--- src/rtl/fmap_pkg.sv ---
// Shared constants and FSM state type for the feature-map read sequencer.
package fmap_pkg;

   localparam int DATA_W       = 16;
   localparam int LANES        = 16;
   localparam int FMAP55_PLANE = 3025;

   localparam logic [1:0] ST_IDLE   = 2'd0;
   localparam logic [1:0] ST_ISSUE  = 2'd1;
   localparam logic [1:0] ST_DRAIN  = 2'd2;
   localparam logic [1:0] ST_FINISH = 2'd3;

   typedef enum logic [1:0] {
      IDLE   = ST_IDLE,
      ISSUE  = ST_ISSUE,
      DRAIN  = ST_DRAIN,
      FINISH = ST_FINISH
   } state_t;

endpackage

--- src/rtl/fmap_read_sequencer_if.sv ---
// Memory read port plus output pixel-vector stream of the read sequencer.
interface fmap_read_sequencer_if #(
   parameter int ADDR_W = 32,
   parameter int VEC_W  = 256
);
   import fmap_pkg::*;

   logic              mem_rden;
   logic [ADDR_W-1:0] mem_addr;
   logic [VEC_W-1:0]  mem_data;
   logic [VEC_W-1:0]  out_data;
   logic              out_valid;
   logic              out_ready;
   logic              out_last;

   modport master (
      output mem_rden, mem_addr, out_data, out_valid, out_last,
      input  mem_data, out_ready
   );

   modport slave (
      input  mem_rden, mem_addr, out_data, out_valid, out_last,
      output mem_data, out_ready
   );

endinterface

--- src/rtl/fmap_read_sequencer_skid_fifo2.sv ---
// Two-entry FIFO holding returned read words (plus last tag) against backpressure.
module skid_fifo2 #(
   parameter int WIDTH = 257
) (
   input  logic             clk,
   input  logic             rst,
   input  logic             push,
   input  logic [WIDTH-1:0] push_data,
   input  logic             pop,
   output logic [1:0]       count,
   output logic [WIDTH-1:0] head
);

   logic [WIDTH-1:0] mem_r [2];
   logic             wr_ptr_r;
   logic             rd_ptr_r;
   logic [1:0]       count_r;

   // Storage, pointers and occupancy; the caller guarantees no push when full.
   always_ff @(posedge clk or negedge rst) begin
      if (!rst) begin
         mem_r[0] <= {WIDTH{1'b0}};
         mem_r[1] <= {WIDTH{1'b0}};
         wr_ptr_r <= 1'b0;
         rd_ptr_r <= 1'b0;
         count_r  <= 2'd0;
      end else begin
         if (push) begin
            mem_r[wr_ptr_r] <= push_data;
            wr_ptr_r        <= ~wr_ptr_r;
         end
         if (pop) begin
            rd_ptr_r <= ~rd_ptr_r;
         end
         case ({push, pop})
            2'b10:   count_r <= count_r + 2'd1;
            2'b01:   count_r <= count_r - 2'd1;
            default: count_r <= count_r;
         endcase
      end
   end

   assign count = count_r;
   assign head  = mem_r[rd_ptr_r];

endmodule

--- src/rtl/fmap_read_sequencer.sv ---
// Walks one stored feature map (group, row, column order) and streams the
// returned 16-lane words out through a credit-limited two-entry skid FIFO.
module fmap_read_sequencer #(
   parameter int DATA_W = 16,
   parameter int LANES  = 16,
   parameter int ADDR_W = 32,
   parameter int DIM_W  = 8
) (
   input  logic                 clk,
   input  logic                 rst,
   input  logic                 start,
   input  logic [ADDR_W-1:0]    base_addr,
   input  logic [DIM_W-1:0]     fm_height,
   input  logic [DIM_W-1:0]     fm_width,
   input  logic [DIM_W-1:0]     ch_groups,
   input  logic [ADDR_W-1:0]    plane_size,
   fmap_read_sequencer_if.master bus,
   output logic                 busy,
   output logic                 done
);
   import fmap_pkg::*;

   localparam int VEC_W = LANES * DATA_W;

   state_t            state_r, state_nx;
   logic [DIM_W-1:0]  h_r, w_r, gcfg_r, g_r, r_r, c_r;
   logic [ADDR_W-1:0] stride_r, grp_base_r, row_base_r, addr_r;
   logic              inflight_r, last_pend_r;
   logic [1:0]        fifo_count_s;
   logic [VEC_W:0]    fifo_head_s;
   logic [2:0]        used_s;
   logic              pop_s, rden_s, is_last_s, zero_cfg_s, drained_s;
   logic              c_end_s, r_end_s, g_end_s;

   assign c_end_s    = (c_r == w_r - DIM_W'(1));
   assign r_end_s    = (r_r == h_r - DIM_W'(1));
   assign g_end_s    = (g_r == gcfg_r - DIM_W'(1));
   assign is_last_s  = c_end_s & r_end_s & g_end_s;
   assign zero_cfg_s = (fm_height == DIM_W'(0)) | (fm_width == DIM_W'(0)) | (ch_groups == DIM_W'(0));
   assign pop_s      = (fifo_count_s != 2'd0) & bus.out_ready;

   // Credit uses the post-pop occupancy so a draining consumer sees one read per cycle.
   always_comb begin
      used_s    = {1'b0, fifo_count_s} + {2'b00, inflight_r} - {2'b00, pop_s};
      rden_s    = (state_r == ISSUE) && (used_s < 3'd2);
      drained_s = !inflight_r && ((fifo_count_s == 2'd0) || ((fifo_count_s == 2'd1) && pop_s));
   end

   // Next-state logic.
   always_comb begin
      state_nx = state_r;
      case (state_r)
         IDLE: begin
            if (start) begin
               state_nx = zero_cfg_s ? FINISH : ISSUE;
            end else begin
               state_nx = IDLE;
            end
         end
         ISSUE: begin
            if (rden_s && is_last_s) begin
               state_nx = DRAIN;
            end else begin
               state_nx = ISSUE;
            end
         end
         DRAIN: begin
            if (drained_s) begin
               state_nx = FINISH;
            end else begin
               state_nx = DRAIN;
            end
         end
         FINISH:  state_nx = IDLE;
         default: state_nx = IDLE;
      endcase
   end

   // State register.
   always_ff @(posedge clk or negedge rst) begin
      if (!rst) begin
         state_r <= IDLE;
      end else begin
         state_r <= state_nx;
      end
   end

   // Config latch and incremental scan address (running group/row bases).
   always_ff @(posedge clk or negedge rst) begin
      if (!rst) begin
         h_r <= '0; w_r <= '0; gcfg_r <= '0;
         g_r <= '0; r_r <= '0; c_r <= '0;
         stride_r <= '0; grp_base_r <= '0; row_base_r <= '0; addr_r <= '0;
      end else if ((state_r == IDLE) && start) begin
         h_r        <= fm_height;
         w_r        <= fm_width;
         gcfg_r     <= ch_groups;
         g_r        <= '0;
         r_r        <= '0;
         c_r        <= '0;
         stride_r   <= plane_size << $clog2(LANES);
         grp_base_r <= base_addr;
         row_base_r <= base_addr;
         addr_r     <= base_addr;
      end else if (rden_s && !is_last_s) begin
         if (!c_end_s) begin
            c_r    <= c_r + DIM_W'(1);
            addr_r <= addr_r + ADDR_W'(1);
         end else if (!r_end_s) begin
            c_r        <= '0;
            r_r        <= r_r + DIM_W'(1);
            row_base_r <= row_base_r + ADDR_W'(w_r);
            addr_r     <= row_base_r + ADDR_W'(w_r);
         end else begin
            c_r        <= '0;
            r_r        <= '0;
            g_r        <= g_r + DIM_W'(1);
            grp_base_r <= grp_base_r + stride_r;
            row_base_r <= grp_base_r + stride_r;
            addr_r     <= grp_base_r + stride_r;
         end
      end
   end

   // Read-return tracking: data and its last tag arrive one cycle after rden.
   always_ff @(posedge clk or negedge rst) begin
      if (!rst) begin
         inflight_r  <= 1'b0;
         last_pend_r <= 1'b0;
      end else begin
         inflight_r  <= rden_s;
         last_pend_r <= rden_s & is_last_s;
      end
   end

   skid_fifo2 #(.WIDTH(VEC_W + 1)) u_fifo (
      .clk       (clk),
      .rst       (rst),
      .push      (inflight_r),
      .push_data ({last_pend_r, bus.mem_data}),
      .pop       (pop_s),
      .count     (fifo_count_s),
      .head      (fifo_head_s)
   );

   assign bus.mem_rden  = rden_s;
   assign bus.mem_addr  = addr_r;
   assign bus.out_valid = (fifo_count_s != 2'd0);
   assign bus.out_data  = fifo_head_s[VEC_W-1:0];
   assign bus.out_last  = (fifo_count_s != 2'd0) & fifo_head_s[VEC_W];
   assign busy          = (state_r != IDLE);
   assign done          = (state_r == FINISH);

endmodule

--- src/flat_wrapper.sv ---
// flat-port wrapper written by rule: the top's interface ports become plain ports
module fmap_read_sequencer_flat import fmap_pkg::*;
#(
   parameter int DATA_W = 16,
   parameter int LANES  = 16,
   parameter int ADDR_W = 32,
   parameter int DIM_W  = 8
)
  (clk, rst, start, base_addr, fm_height, fm_width, ch_groups, plane_size, busy, done, bus_mem_rden, bus_mem_addr, bus_out_data, bus_out_valid, bus_out_last, bus_mem_data, bus_out_ready);
  fmap_read_sequencer_if #(.ADDR_W(ADDR_W)) bus_i ();
  input  logic clk;
  input  logic rst;
  input  logic start;
  input  logic [ADDR_W-1:0] base_addr;
  input  logic [DIM_W-1:0] fm_height;
  input  logic [DIM_W-1:0] fm_width;
  input  logic [DIM_W-1:0] ch_groups;
  input  logic [ADDR_W-1:0] plane_size;
  output logic busy;
  output logic done;
  output wire logic [$bits(bus_i.mem_rden)-1:0] bus_mem_rden;
  output wire logic [$bits(bus_i.mem_addr)-1:0] bus_mem_addr;
  output wire logic [$bits(bus_i.out_data)-1:0] bus_out_data;
  output wire logic [$bits(bus_i.out_valid)-1:0] bus_out_valid;
  output wire logic [$bits(bus_i.out_last)-1:0] bus_out_last;
  input wire logic [$bits(bus_i.mem_data)-1:0] bus_mem_data;
  input wire logic [$bits(bus_i.out_ready)-1:0] bus_out_ready;
  assign bus_mem_rden = bus_i.mem_rden;
  assign bus_mem_addr = bus_i.mem_addr;
  assign bus_out_data = bus_i.out_data;
  assign bus_out_valid = bus_i.out_valid;
  assign bus_out_last = bus_i.out_last;
  assign bus_i.mem_data = bus_mem_data;
  assign bus_i.out_ready = bus_out_ready;
  fmap_read_sequencer #(.DATA_W(DATA_W), .LANES(LANES), .ADDR_W(ADDR_W), .DIM_W(DIM_W)) u_core (.clk(clk), .rst(rst), .start(start), .base_addr(base_addr), .fm_height(fm_height), .fm_width(fm_width), .ch_groups(ch_groups), .plane_size(plane_size), .bus(bus_i), .busy(busy), .done(done));
endmodule
--- config.mk ---
export PLATFORM = sky130hd
export DESIGN_NAME = fmap_read_sequencer_flat
export DESIGN_NICKNAME = d
export VERILOG_FILES = /design/src/rtl/fmap_pkg.sv /design/src/rtl/fmap_read_sequencer_if.sv /design/src/rtl/fmap_read_sequencer_skid_fifo2.sv /design/src/rtl/fmap_read_sequencer.sv /design/src/flat_wrapper.sv
export SDC_FILE = /design/constraint.sdc
export NUM_CORES = 1
export LEC_CHECK = 0
export CAP_MARGIN = 10
export CELL_PAD_IN_SITES_DETAIL_PLACEMENT = 1
export CELL_PAD_IN_SITES_GLOBAL_PLACEMENT = 1
export CORE_ASPECT_RATIO = 1.2
export CORE_MARGIN = 4
export CORE_UTILIZATION = 30
export CTS_BUF_LIST = sky130_fd_sc_hd__clkbuf_16
export DETAILED_ROUTE_END_ITERATION = 8
export GPL_TIMING_DRIVEN = 0
export PLACE_DENSITY = 0.62
export REMOVE_ABC_BUFFERS = 1
export SLEW_MARGIN = 20
export SYNTH_ARGS = -nofsm -noshare
export SYNTH_HDL_FRONTEND = slang
export SYNTH_SLANG_ARGS = --single-unit
export TNS_END_PERCENT = 5
--- constraint.sdc ---
create_clock -name clk -period 7 [get_ports clk]
set_clock_uncertainty 0.05 [all_clocks]
set_input_delay 1.05 -clock clk [delete_from_list [all_inputs] [get_ports clk]]
set_output_delay 1.05 -clock clk [all_outputs]
set_load 0.02 [all_outputs]
-- After elaboration in Yosys (flattened, before gate mapping)
Cells that the tools add are included.
- $add $sub $neg: 13
- $lt $le $gt $ge: 4
- equal/unequal tests: 9
- multiplexer cells: 34
- bitwise gates (word level): 11
- reductions and logical operators: 23
- operators with widths (kind ; number):
    $mux W257 ; 4
    $bwmux W514 ; 1
    $mux W32 ; 11
    $demux W257 S1 ; 1
    $mux W8 ; 11
    $add A32 B1 Y32 const B ; 1
    $add A32 B32 Y32 ; 1
    $add A32 B8 Y32 ; 1
    $add A8 B1 Y8 const B ; 3
    $eq A8 B8 Y1 ; 3
    $logic_not A8 Y1 ; 3
    $sub A8 B1 Y8 const B ; 3
    $reduce_bool A2 Y1 ; 6
    $pmux W2 S4 ; 1
    $logic_and A1 B1 Y1 ; 7
    $eq A2 B1 Y1 const B ; 3
    $eq A2 B2 Y1 const B ; 3
    $mux W2 ; 3
    $and A1 B1 Y1 ; 5
    $ge A2 B2 Y1 const B ; 2
    $logic_not A2 Y1 ; 2
    $not A1 Y2 ; 2
    $pmux W2 S2 ; 1
    $add A2 B1 Y3 ; 1
    other kinds (12) ; 15
- register bits: 694

-- Depth between registers and ports, before layout
Gate-level depths: netlist of the first run.
- depth after elaboration: 8
- mapped depth: 16
- depth with buffers taken out: 14

-- By module
A second synthesis of the first run with hierarchy kept.
- cell total of the unflattened synthesis: 2837
- area total of the unflattened synthesis: 35276.3 µm²
- by module, submodules not included (module ; instances ; cells an instance ; area an instance (µm²) ; seq. area each (µm²)):
    skid_fifo2 ; 1 ; 1384 ; 23404.9 ; 12962.4
    fmap_read_sequencer ; 1 ; 1453 ; 11871.4 ; 4404.2

-- Worst setup path after synthesis of the first run
No wires, ideal clock.
- path kind: input port to output port
- start: in bus_out_ready
- end: out bus_mem_rden
- arrival: 3237 ps
- required time: 5900 ps
- slack: 2663 ps
- stages on the path: 8
- path buffers: 2
- path through: nor2b_1 ha_1 nor2_1 fa_1 or3_1 clkbuf_1 inv_1 clkbuf_1
- word-level cells in the longest chain between the ends: 4
- RTL lines (element ; line ; text):
    from (decl) ; flat_wrapper.sv:27 ; input wire logic [$bits(bus_i.out_ready)-1:0] bus_out_ready;
    $and A1 B1 Y1 ; fmap_read_sequencer.sv:40 ; assign pop_s = (fifo_count_s != 2'd0) & bus.out_ready;
    $sub A3 B1 Y3 ; fmap_read_sequencer.sv:44 ; used_s = {1'b0, fifo_count_s} + {2'b00, inflight_r} - {2'b00, pop_s};
    $lt A3 B2 Y1 ; fmap_read_sequencer.sv:45 ; rden_s = (state_r == ISSUE) && (used_s < 3'd2);
    $logic_and A1 B1 Y1 ; fmap_read_sequencer.sv:45 ;
    to (decl) ; flat_wrapper.sv:21 ; output wire logic [$bits(bus_i.mem_rden)-1:0] bus_mem_rden;
Every way passes these cells.

-- Worst setup path in the final report of the first run
- start: in bus_out_ready
- end: out bus_mem_rden
- word-level cells in the longest chain between the ends: 4
- RTL lines (element ; line ; text):
    $and A1 B1 Y1 ; fmap_read_sequencer.sv:40 ;
    net u_core.pop_s ; fmap_read_sequencer.sv:32 ; logic pop_s, rden_s, is_last_s, zero_cfg_s, drained_s;
    $sub A3 B1 Y3 ; fmap_read_sequencer.sv:44 ;
    $lt A3 B2 Y1 ; fmap_read_sequencer.sv:45 ;
    $logic_and A1 B1 Y1 ; fmap_read_sequencer.sv:45 ;
The timed path passes the listed nets, and every way through them passes these cells.

==> results.md, run 1 <==
- Final setup TNS: 0 ns
- Maximum Capacitance Violations: 0
- Largest net degree at the start of global routing: 90
- Worst R2R Path Depth: 13
- Slew margin rel.: between 20% and 30%
- CP peak stage delay: ~0.76 ns
- WL/cell: roughly 24 µm
- Leakage Power: around 19 nW
- Min Tclk post-route: approximately 5.9 ns
- Slew Viols, Final: 0
- Vias: ~25000
- Clock sink count: around 690
- Initial Utilization: a little under a third
- Vias in the first global route: ~27000
- Tcrit/Tclk final: around 84%
- CTS clk-pin slew, worst paths: 0.05 ns
- CP max-delay cell: clkdlybuf4s50_1
- Die height: around 380 µm
- Met3 global-route usage: under 10%
- Worst-Margin Slew: ~1.1 ns
- Die W: around 310 µm
- Async SR Flop Fraction: between 90% and 100%
- GRT met2 Usage: about 34%
- Clk_lat worst skew: between 0.6 and 0.7 ns
- Drt total wl: about 120000 µm
- Post-route DRC violation count: 0
- Yosys reg bits: ~690
- Synth cell types: 81
- # fillers: about 12000
- Syn Area/Cell: ~12 µm²
- Critical Path Source Type: input port
- Data required time of the worst path: roughly 6 ns
- Via density: between 4 and 5
- # port buffers: between 600 and 700
- Post-CTS Setup Inserts: 0
- Grt total ovfl: 0
- H-tree depth: 3
- Design Power: 21.5 mW
- CTS Root Cell: clkbuf_16
- Commonest non-fill, non-tap cell in the layout: mux2_2
- Pre-antenna DRT Iters: 4
- Cell Pwr Density: 475 nW/µm²
- Final Wtd Congestion: slightly above 0.8
- Core area: 112000 µm²
- Crit-path cells: clkdlybuf4s50_1 -> nor2b_1 -> ha_1 -> nor2_1 -> fa_1 -> or3_1 -> inv_1 -> clkdlybuf4s50_1
- Worst reg2reg endpoint: u_core.r_r[7]
- Final Hold Viols: 0
- First-pass GRT wire length: 179000 µm
- Post-route antenna net violation count: 0
- Worst min-delay path category: input port to asynchronous set/reset pin
- CTS tree: done
- Synth-to-Final Area Change: 33.7%
- All-Layer GR Usage: about a fifth
- CTS Buffer Depth: 3
- Most frequent cells in the layout: mux2_2, dfrtp_1, clkdlybuf4s50_1
- RSZ-0062 raised after global routing: false
- R2r setup slk: 2.14 ns
- Crit-path max FO: 14
- Detailed placement HPWL: around 91000 µm
- Post-synth EDFFs: 0
- IO Count: between 600 and 700
- Die area: between 100000 and 150000 µm²
- CP Data Arrival Time: between 4 and 5 ns
- Max VDD drop: between 0.2 and 0.25 mV
- F_max: ~170 MHz
- Cts hold-fix bufs: 0
- Cell Rows: 134
- Seq/Total Area, Yosys: 51.2%
- Grt met1 use: a little under a quarter
- Final nets: a little under 4000
- Dpl cells: between 4000 and 5000
- Resize count post-CTS: 0
- Worst Path Class, Setup: input port to output pin
- Yosys warns: 0
- Status: finished clean
- Final setup viols: 0
- RR Startpoint: u_core.u_fifo.count[1]
- Crit. End Element: output pin
- Top FF cell, synth: dfrtp_1
- Most used cell, CP: clkdlybuf4s50_1
- CTS buffer count: approximately 80
- Fin cells: a little over 5000
- Synthesized area: ~34000 µm²
- Layout cells sized above 1: between 20% and 30%
- Iteration-0 DRC count of the detailed router: approximately 1100
- Syn Inst Count: 2842
- Initial antenna violation count: 33
- Layer with the highest usage: met2
## worst max path at each step
stage,slack (ns),startpoint,to
after floorplan,-5.55,u_core.inflight_r,u_core.u_fifo.mem_r[257]
after global placement,-29.03,rst,u_core.u_fifo.mem_r[230]
after detailed placement,1.12,bus_out_ready,bus_mem_rden
after CTS,1.08,bus_out_ready,bus_mem_rden
after global routing,0.97,bus_out_ready,bus_mem_rden
final,1.14,bus_out_ready,bus_mem_rden
## metal layers
metal,routed length (µm),up-vias
met4,3990,26
met2,59300,629
met1,49600,12800
li1,-,11400
met3,8260,177
met5,152,-
## stage by stage
step / setup slack, ns / hold WS, ns / util [%] / cell area, µm²
2_1_floorplan: -5.55 / 0.391 / - / 33300
5_1_grt: 0.970 / 0.191 / 40.6 / 45300
6_report: 1.14 / 0.214 / 40.6 / 45300
4_1_cts: 1.08 / 0.164 / 40.6 / 45300
3_5_place_dp: 1.12 / 0.413 / 38.3 / 42700
3_3_place_gp: -29.03 / 0.405 / 37.2 / 41500
## cell families after synthesis
kind of cell,after synthesis,share of synthesized area (%)
mux,795,26.3
flops,694,51.2
simple gates,654,8.95
compound gates,364,6.93
buf+inv,186,2.16
xor+xnor,101,2.61
fa+ha+maj,48,1.84
## synthesized netlist by cell type (all sizes together) (4+ instances only)
library cell / number / area (µm²)
mux2: 773 / 8700
dfrtp: 694 / 17400
nand2: 302 / 1140
nor2: 134 / 513
clkbuf: 129 / 484
a21oi: 100 / 500
o21ai: 100 / 516
xnor2: 55 / 482
nand3: 51 / 260
xor2: 46 / 403
ha: 45 / 563
inv: 30 / 113
nor3: 28 / 140
buf: 27 / 136
a31oi: 23 / 144
mux2i: 22 / 220
nand4: 22 / 138
and3: 18 / 113
a21o: 16 / 120
nor2b: 15 / 93.8
o211ai: 15 / 126
and4: 13 / 114
o22ai: 13 / 81.3
or3: 12 / 75.1
a211oi: 11 / 82.6
and2: 11 / 68.8
nor4: 11 / 83.8
a221oi: 9 / 78.8
nor3b: 8 / 60.1
o21a: 8 / 60.1
a22oi: 7 / 52.6
a32oi: 6 / 52.6
nand2b: 6 / 37.5
o31ai: 6 / 45.0
a2111oi: 5 / 62.6
a311oi: 5 / 50.0
and3b: 5 / 43.8
o21bai: 5 / 37.5
or2: 5 / 31.3
a211o: 4 / 35.0
o211a: 4 / 40.0
## layout make-up
class | count | area (µm²) | share of cell area (%)
repair buffers | 690 | 7530 | 16.6
well taps | 1496 | 1870 | 4.13
clock buffers | 82 | 2050 | 4.52
flip-flops and latches | 694 | 17400 | 38.3
diodes | 18 | 45.0 | 0.0993
clock inverters | 64 | 503 | 1.11
inverters | 30 | 113 | 0.248
multi-input cells | 1962 | 15900 | 35.0
## power by group
part / switching (mW) / internal, mW
clock: 1.82 / 2.33
combinational: 5.24 / 5.46
sequential: 0.969 / 5.72
## flip-flops by register name, summed over array words and instances, names as in the netlist, 28 cells and up
signal / flops
u_core.bus.mem_addr: 32
u_core.grp_base_r: 32
u_core.row_base_r: 32
u_core.stride_r: 28
u_core.u_fifo.mem_r: 514
## critical path: cells and delay by family
family	cells	cell delay, ns
AND/OR/NAND/NOR	3	0.99
buffers and inverters	3	1.95
adder cells (fa/ha/maj)	2	0.74
Note: power is estimated with default switching activity, not from simulation.
==> inputs of run 2 (changes only) <==
- PLACE_DENSITY: 0.62 -> 0.64
- clock period: 7 -> 5.05 ns (I/O delays scaled with it)
==> results.md, run 2 (synthesis gave the netlist of run 1 again) <==
- IO Count: 641 (unchanged)
- Grt total ovfl: 0 (unchanged)
- Final Wtd Congestion: 0.841 (+1.9%)
- Die area: 119000 µm² (unchanged)
- Layout cells sized above 1: 27.3% (-0.13 points)
- Comb pwr share: 50.6% (+0.9 points)
- # port buffers: 636 (unchanged)
- RR Startpoint: u_core.w_r[0]
- Detailed placement HPWL: 90800 µm (-0.73%)
- Cell Pwr Density: 661 nW/µm² (+39%)
- Critical Path Source Type: flip-flop
- Largest reg by FF count: u_core.u_fifo.mem_r
- Data required time of the worst path: 4.24 ns (-1.66 ns)
- Final Hold Viols: 0 (unchanged)
- R2r setup slk: 0.59 ns (-1.55 ns)
- RSZ-0062 raised after global routing: false
- Worst-Margin Slew: 1.08 ns (-0.0247 ns)
- # fillers: 12000 (+0.53%)
- Initial antenna violation count: 19 (-42%)
- Switching pwr: 11.2 mW (+40%)
- Crit-path max FO: 7 (-7)
- Cell Rows: 134 (unchanged)
- Min Tclk post-route: between 4 and 5 ns
- Slew margin rel.: 27.6% (+2.1 points)
- Net Sw Frac: 37.6% (+0.36 points)
- CTS buffer count: 82 (+1.2%)
- Largest net degree at the start of global routing: 93 (+3.3%)
- Maximum Capacitance Violations: 0 (unchanged)
- Status: finished clean
- CTS Buffer Depth: 3 (unchanged)
- All-Layer GR Usage: 19.9% (-0.046 points)
- Internal power: 18.6 mW (+38%)
- Final Util: 40.5% (-0.14 points)
- Die height: 376 µm (unchanged)
- Worst min-delay path category: input port to asynchronous set/reset pin
- Worst R2R Path Depth: 16 (+3)
- First-pass GRT wire length: 180000 µm (+0.37%)
- Post-route DRC violation count: 0 (unchanged)
- Clock sink count: 694 (unchanged)
- Initial Utilization: 30.4% (unchanged)
- Hold WS: 0.0764 ns (-0.137 ns)
- Vias in the first global route: 26900 (+0.55%)
- Tcrit/Tclk final: 92.8%
- Drt total wl: 121000 µm (about the same)
- Worst reg2reg endpoint: u_core.grp_base_r[23]
- Largest register FFs: 514 (unchanged)
- Die W: 315 µm (unchanged)
- Iteration-0 DRC count of the detailed router: 1095 (-3.1%)
- Dpl cells: 4870 (-0.041%)
- CTS Root Cell: clkbuf_16
- CP Data Arrival Time: 3.88 ns (-0.88 ns)
- Vias: 25200 (+0.43%)
- Core area: 112000 µm² (unchanged)
- Final setup viols: 0 (unchanged)
- Max VDD drop: 0.336 mV (+44%)
- Slew Viols, Final: 0 (unchanged)
- Register area: 17400 µm² (unchanged)
- CTS tree: done
- Commonest non-fill, non-tap cell in the layout: mux2_2
- Final nets: 3856 (+0.026%)
- Clk pwr share: 18.5% (-0.7 points)
- Design Power: 29.9 mW (+39%)
- Worst Path Class, Setup: flip-flop to output pin
- H-tree depth: 3 (unchanged)
- Pre-antenna DRT Iters: 5 (+1)
- Most frequent cells in the layout: mux2_2, dfrtp_1, clkdlybuf4s50_1
- WL/cell: 24.2 µm (+0.29%)
- F_max: roughly 210 MHz
- Leakage Power: 18.9 nW (-0.25%)
- Crit. End Element: output pin
- Clk_lat worst skew: 0.67 ns (-0.02 ns)
- Multi-input gate area: 15900 µm² (about the same)
- Sequential power share: 30.9% (-0.2 points)
- Post-route antenna net violation count: 0 (unchanged)
- Fin cells: 5021 (-0.30%)
- CTS clk-pin slew, worst paths: 0.06 ns (about the same)
- Synth-to-Final Area Change: 33.2%
- Via density: 5.01 (+0.73%)
## run 2: worst max-delay path by stage
stage / startpoint / endpoint / slack, ns / cells after the start
finish: u_core.u_fifo.count[1] / bus_mem_rden / 0.36 / 9
global route: u_core.u_fifo.count[1] / bus_mem_rden / 0.11 / 9
CTS: u_core.w_r[0] / u_core.grp_base_r[5] / 0.17 / 15
detailed placement: bus_out_ready / u_core.r_r[7] / -0.35 / 13
global placement: rst / u_core.u_fifo.mem_r[215] / -30.53 / 1
floorplan: u_core.inflight_r / u_core.u_fifo.mem_r[257] / -7.50 / 3
## run 2: critical path, cell delays in order (launching register included)
cell,delay (ns)
dfrtp_1,0.40
inv_1,0.11
ha_1,0.26
nor2b_1,0.21
ha_1,0.31
nor2_1,0.14
fa_1,0.43
or3_4,0.50
clkinvlp_4,0.21
clkdlybuf4s50_1,0.65
## run 2: layout make-up
cell class,instances,share of cell area [%]
diodes,5,0.0277
clock buffers,83,4.60
clock inverters,61,0.800
inverters,30,0.258
multi-input cells,1962,35.1
flip-flops and latches,694,38.4
well taps,1496,4.14
repair buffers,690,16.6
## run 2: power groups by stage
stage          logic [mW]  registers [mW]  clock network (mW)
2_1_floorplan        8.94            9.17                   0
3_3_place_gp         13.0            9.48                   0
3_5_place_dp         15.2            9.32                   0
4_1_cts              15.4            9.23                5.75
5_1_grt              15.9            9.52                5.98
6_report             15.1            9.24                5.53
## run 2: routing by layer
| metal | up-vias | share of wire, % | track usage (%) |
|---|---|---|---|
| met2 | 651 | 50 | 35.3 |
| li1 | 11400 | - | - |
| met1 | 12900 | 41 | 23.6 |
| met5 | - | 0.082 | 0 |
| met3 | 157 | 6.4 | 4.91 |
| met4 | 16 | 2.9 | 6.50 |
## run 2: repair_timing
item                                    in CTS  in global routing
buffers inserted                             2                  0
gates resized for setup                      2                  1
hold buffers                                 0                  0
endpoints found under the setup margin       1                  1
hold endpoints to repair                     0                  0
## run 2: through the flow
| stage | cell area [µm²] | setup slack [ns] | TNS (ns) |
|---|---|---|---|
| after floorplan | 33300 | -7.50 | -2941.91 |
| after global placement | 41500 | -30.53 | - |
| after detailed placement | 42700 | -0.353 | -4.94 |
| after CTS | 45200 | 0.168 | 0 |
| after global routing | 45200 | 0.114 | 0 |
| final | 45200 | 0.361 | 0 |
==> inputs of run 3 (changes only) <==
- clock period: 5.05 -> 4.24 ns (I/O delays scaled with it)
==> results.md, run 3 (synthesis gave the netlist of run 1 again) <==
- Crit. End Element: output pin
- Initial antenna violation count: 19 (unchanged)
- Most frequent cells in the layout: mux2_2, dfrtp_1, clkdlybuf4s50_1
- Cell Pwr Density: 786 nW/µm² (+19%)
- Synth-to-Final Area Change: 33.7%
- Cell Rows: 134 (unchanged)
- Largest reg by FF count: u_core.u_fifo.mem_r
- CTS Buffer Depth: 3 (unchanged)
- Die height: 376 µm (unchanged)
- Iteration-0 DRC count of the detailed router: 1104 (+0.82%)
- Final Hold Viols: 0 (unchanged)
- Post-route DRC violation count: 0 (unchanged)
- CP peak stage delay: 0.64 ns (about the same)
- Max VDD drop: 0.363 mV (+8.1%)
- Vias in the first global route: 27000 (+0.11%)
- Largest register FFs: 514 (unchanged)
- Final Util: 40.6% (+0.15 points)
- RR Startpoint: u_core.u_fifo.count[0]
- # port buffers: 636 (unchanged)
- First-pass GRT wire length: 180000 µm (+0.25%)
- WL/cell: 24.2 µm (+0.39%)
- IO Count: 641 (unchanged)
- Top Family by Delay on Critical Path: buffers and inverters
- Leakage Power: 19.2 nW (+1.2%)
- CP max-delay cell: clkdlybuf4s50_1
- Critical Path End: bus_out_data[60]
- # fillers: 12000 (unchanged)
- Min Tclk post-route: between 4 and 5 ns
- Clock sink count: 694 (unchanged)
- Die area: 119000 µm² (unchanged)
- RSZ-0062 raised after global routing: true
- Via density: 5.04 (+0.51%)
- Worst setup path start: u_core.u_fifo.rd_ptr_r
- CTS tree: done
- Vias: 25400 (+0.89%)
- Worst reg2reg endpoint: u_core.row_base_r[27]
- Final setup viols: 0 (unchanged)
- Worst min-delay path category: flip-flop to flip-flop
- Pre-antenna DRT Iters: 5 (unchanged)
- Detailed placement HPWL: 90800 µm (unchanged)
- Post-route antenna net violation count: 0 (unchanged)
- CTS Root Cell: clkbuf_16
- Dpl cells: 4870 (unchanged)
- Clk_lat worst skew: 0.67 ns (about the same)
- All-Layer GR Usage: 20.0% (+0.046 points)
- Maximum Capacitance Violations: 0 (unchanged)
- Crit-path cells: buf_16 -> buf_16 -> buf_16 -> buf_16 -> mux2_2 -> clkdlybuf4s50_1
- CTS buffer count: 82 (unchanged)
- CP Data Arrival Time: 3.44 ns (-0.44 ns)
- Core area: 112000 µm² (unchanged)
- R2r setup slk: 0.27 ns (-0.32 ns)
- Die W: 315 µm (unchanged)
- Commonest non-fill, non-tap cell in the layout: mux2_2
- CTS clk-pin slew, worst paths: 0.05 ns (about the same)
- Critical Path Source Type: flip-flop
- Fin cells: 5040 (+0.38%)
- Largest net degree at the start of global routing: 93 (unchanged)
- CP bufs+invs: 5 (+2)
- Worst-Margin Slew: 1.10 ns (+0.0122 ns)
- Most used cell, CP: buf_16
- H-tree depth: 3 (unchanged)
- CP Depth: 6 (-3)
- Final nets: 3873 (+0.44%)
- Slew margin rel.: 26.8% (-0.81 points)
- Final Wtd Congestion: 0.841 (unchanged)
- Data required time of the worst path: 3.55 ns (-0.69 ns)
- Status: finished clean
- Crit-path max FO: 48 (+41)
- Tcrit/Tclk final: about 97%
- Slew Viols, Final: 0 (unchanged)
- Worst Path Class, Setup: flip-flop to output pin
- Worst R2R Path Depth: 16 (unchanged)
- F_max: ~240 MHz
- Drt total wl: 122000 µm (+0.77%)
- Layout cells sized above 1: 27.8% (+0.49 points)
- Initial Utilization: 30.4% (unchanged)
- Grt total ovfl: 0 (unchanged)
-- run 3: what timing repair did --
action / 4_1_cts / 5_1_grt
gates resized for setup: 64 / 8
setup buffers: 4 / 12
pin swaps: 1 / 5
endpoints found under the hold margin: 79 / 0
hold buffers: 1 / 0
endpoints found under the setup margin: 135 / 40
cloned: 1 / 1
-- run 3: per-stage QoR --
step / setup slack, ns / cell area, µm² / total power [mW] / setup TNS, ns / hold slack (ns)
5_1_grt: -0.00563 / 45300 / 37.5 / -0.00563 / 0.416
2_1_floorplan: -8.31 / 33300 / 20.9 / -3537.86 / 0.290
4_1_cts: -0.148 / 45200 / 36.0 / -0.348 / 0.371
6_report: 0.111 / 45400 / 35.7 / 0 / 0.432
3_5_place_dp: -1.04 / 42700 / 29.2 / -56.23 / 0.417
3_3_place_gp: -31.22 / 41500 / 25.7 / - / 0.408
-- run 3: worst min-delay path: cells and delay by family (launching register included) --
family / cells / cell delay [ns]
flip-flops: 1 / 0.34
AND/OR/NAND/NOR: 2 / 0.10
-- run 3: layer usage --
layer,part of all wire [%],global-route usage [%],wire [µm]
met5,0.075,0,92
met4,3.3,7.16,3980
met2,50,34.9,60900
met1,41,23.8,49600
met3,6.2,4.86,7600
-- run 3: report_power, final --
| part | internal, mW | switching (mW) |
|---|---|---|
| Clock | 3.66 | 2.93 |
| Sequential | 9.45 | 1.55 |
| Combinational | 9.04 | 9.02 |
-- run 3: area by class of cell --
cell class | instances | area [µm²] | area share (%)
repair buffers | 706 | 7600 | 16.8
well taps | 1496 | 1870 | 4.13
diodes | 7 | 17.5 | 0.0386
multi-input cells | 1963 | 15900 | 35.1
flip-flops and latches | 694 | 17400 | 38.3
clock buffers | 83 | 2080 | 4.58
inverters | 30 | 116 | 0.257
clock inverters | 61 | 362 | 0.797
-- run 3: worst min path at each step --
stage                          from                      to  slack, ns  cells past startpoint
2_1_floorplan                   rst  u_core.bus.mem_addr[0]       0.29                      0
3_3_place_gp   u_core.grp_base_r[2]    u_core.grp_base_r[2]       0.41                      2
3_5_place_dp   u_core.grp_base_r[2]    u_core.grp_base_r[2]       0.42                      2
4_1_cts              plane_size[21]     u_core.stride_r[25]       0.37                      3
5_1_grt              plane_size[19]     u_core.stride_r[23]       0.42                      3
6_report        u_core.stride_r[17]     u_core.stride_r[17]       0.43                      2
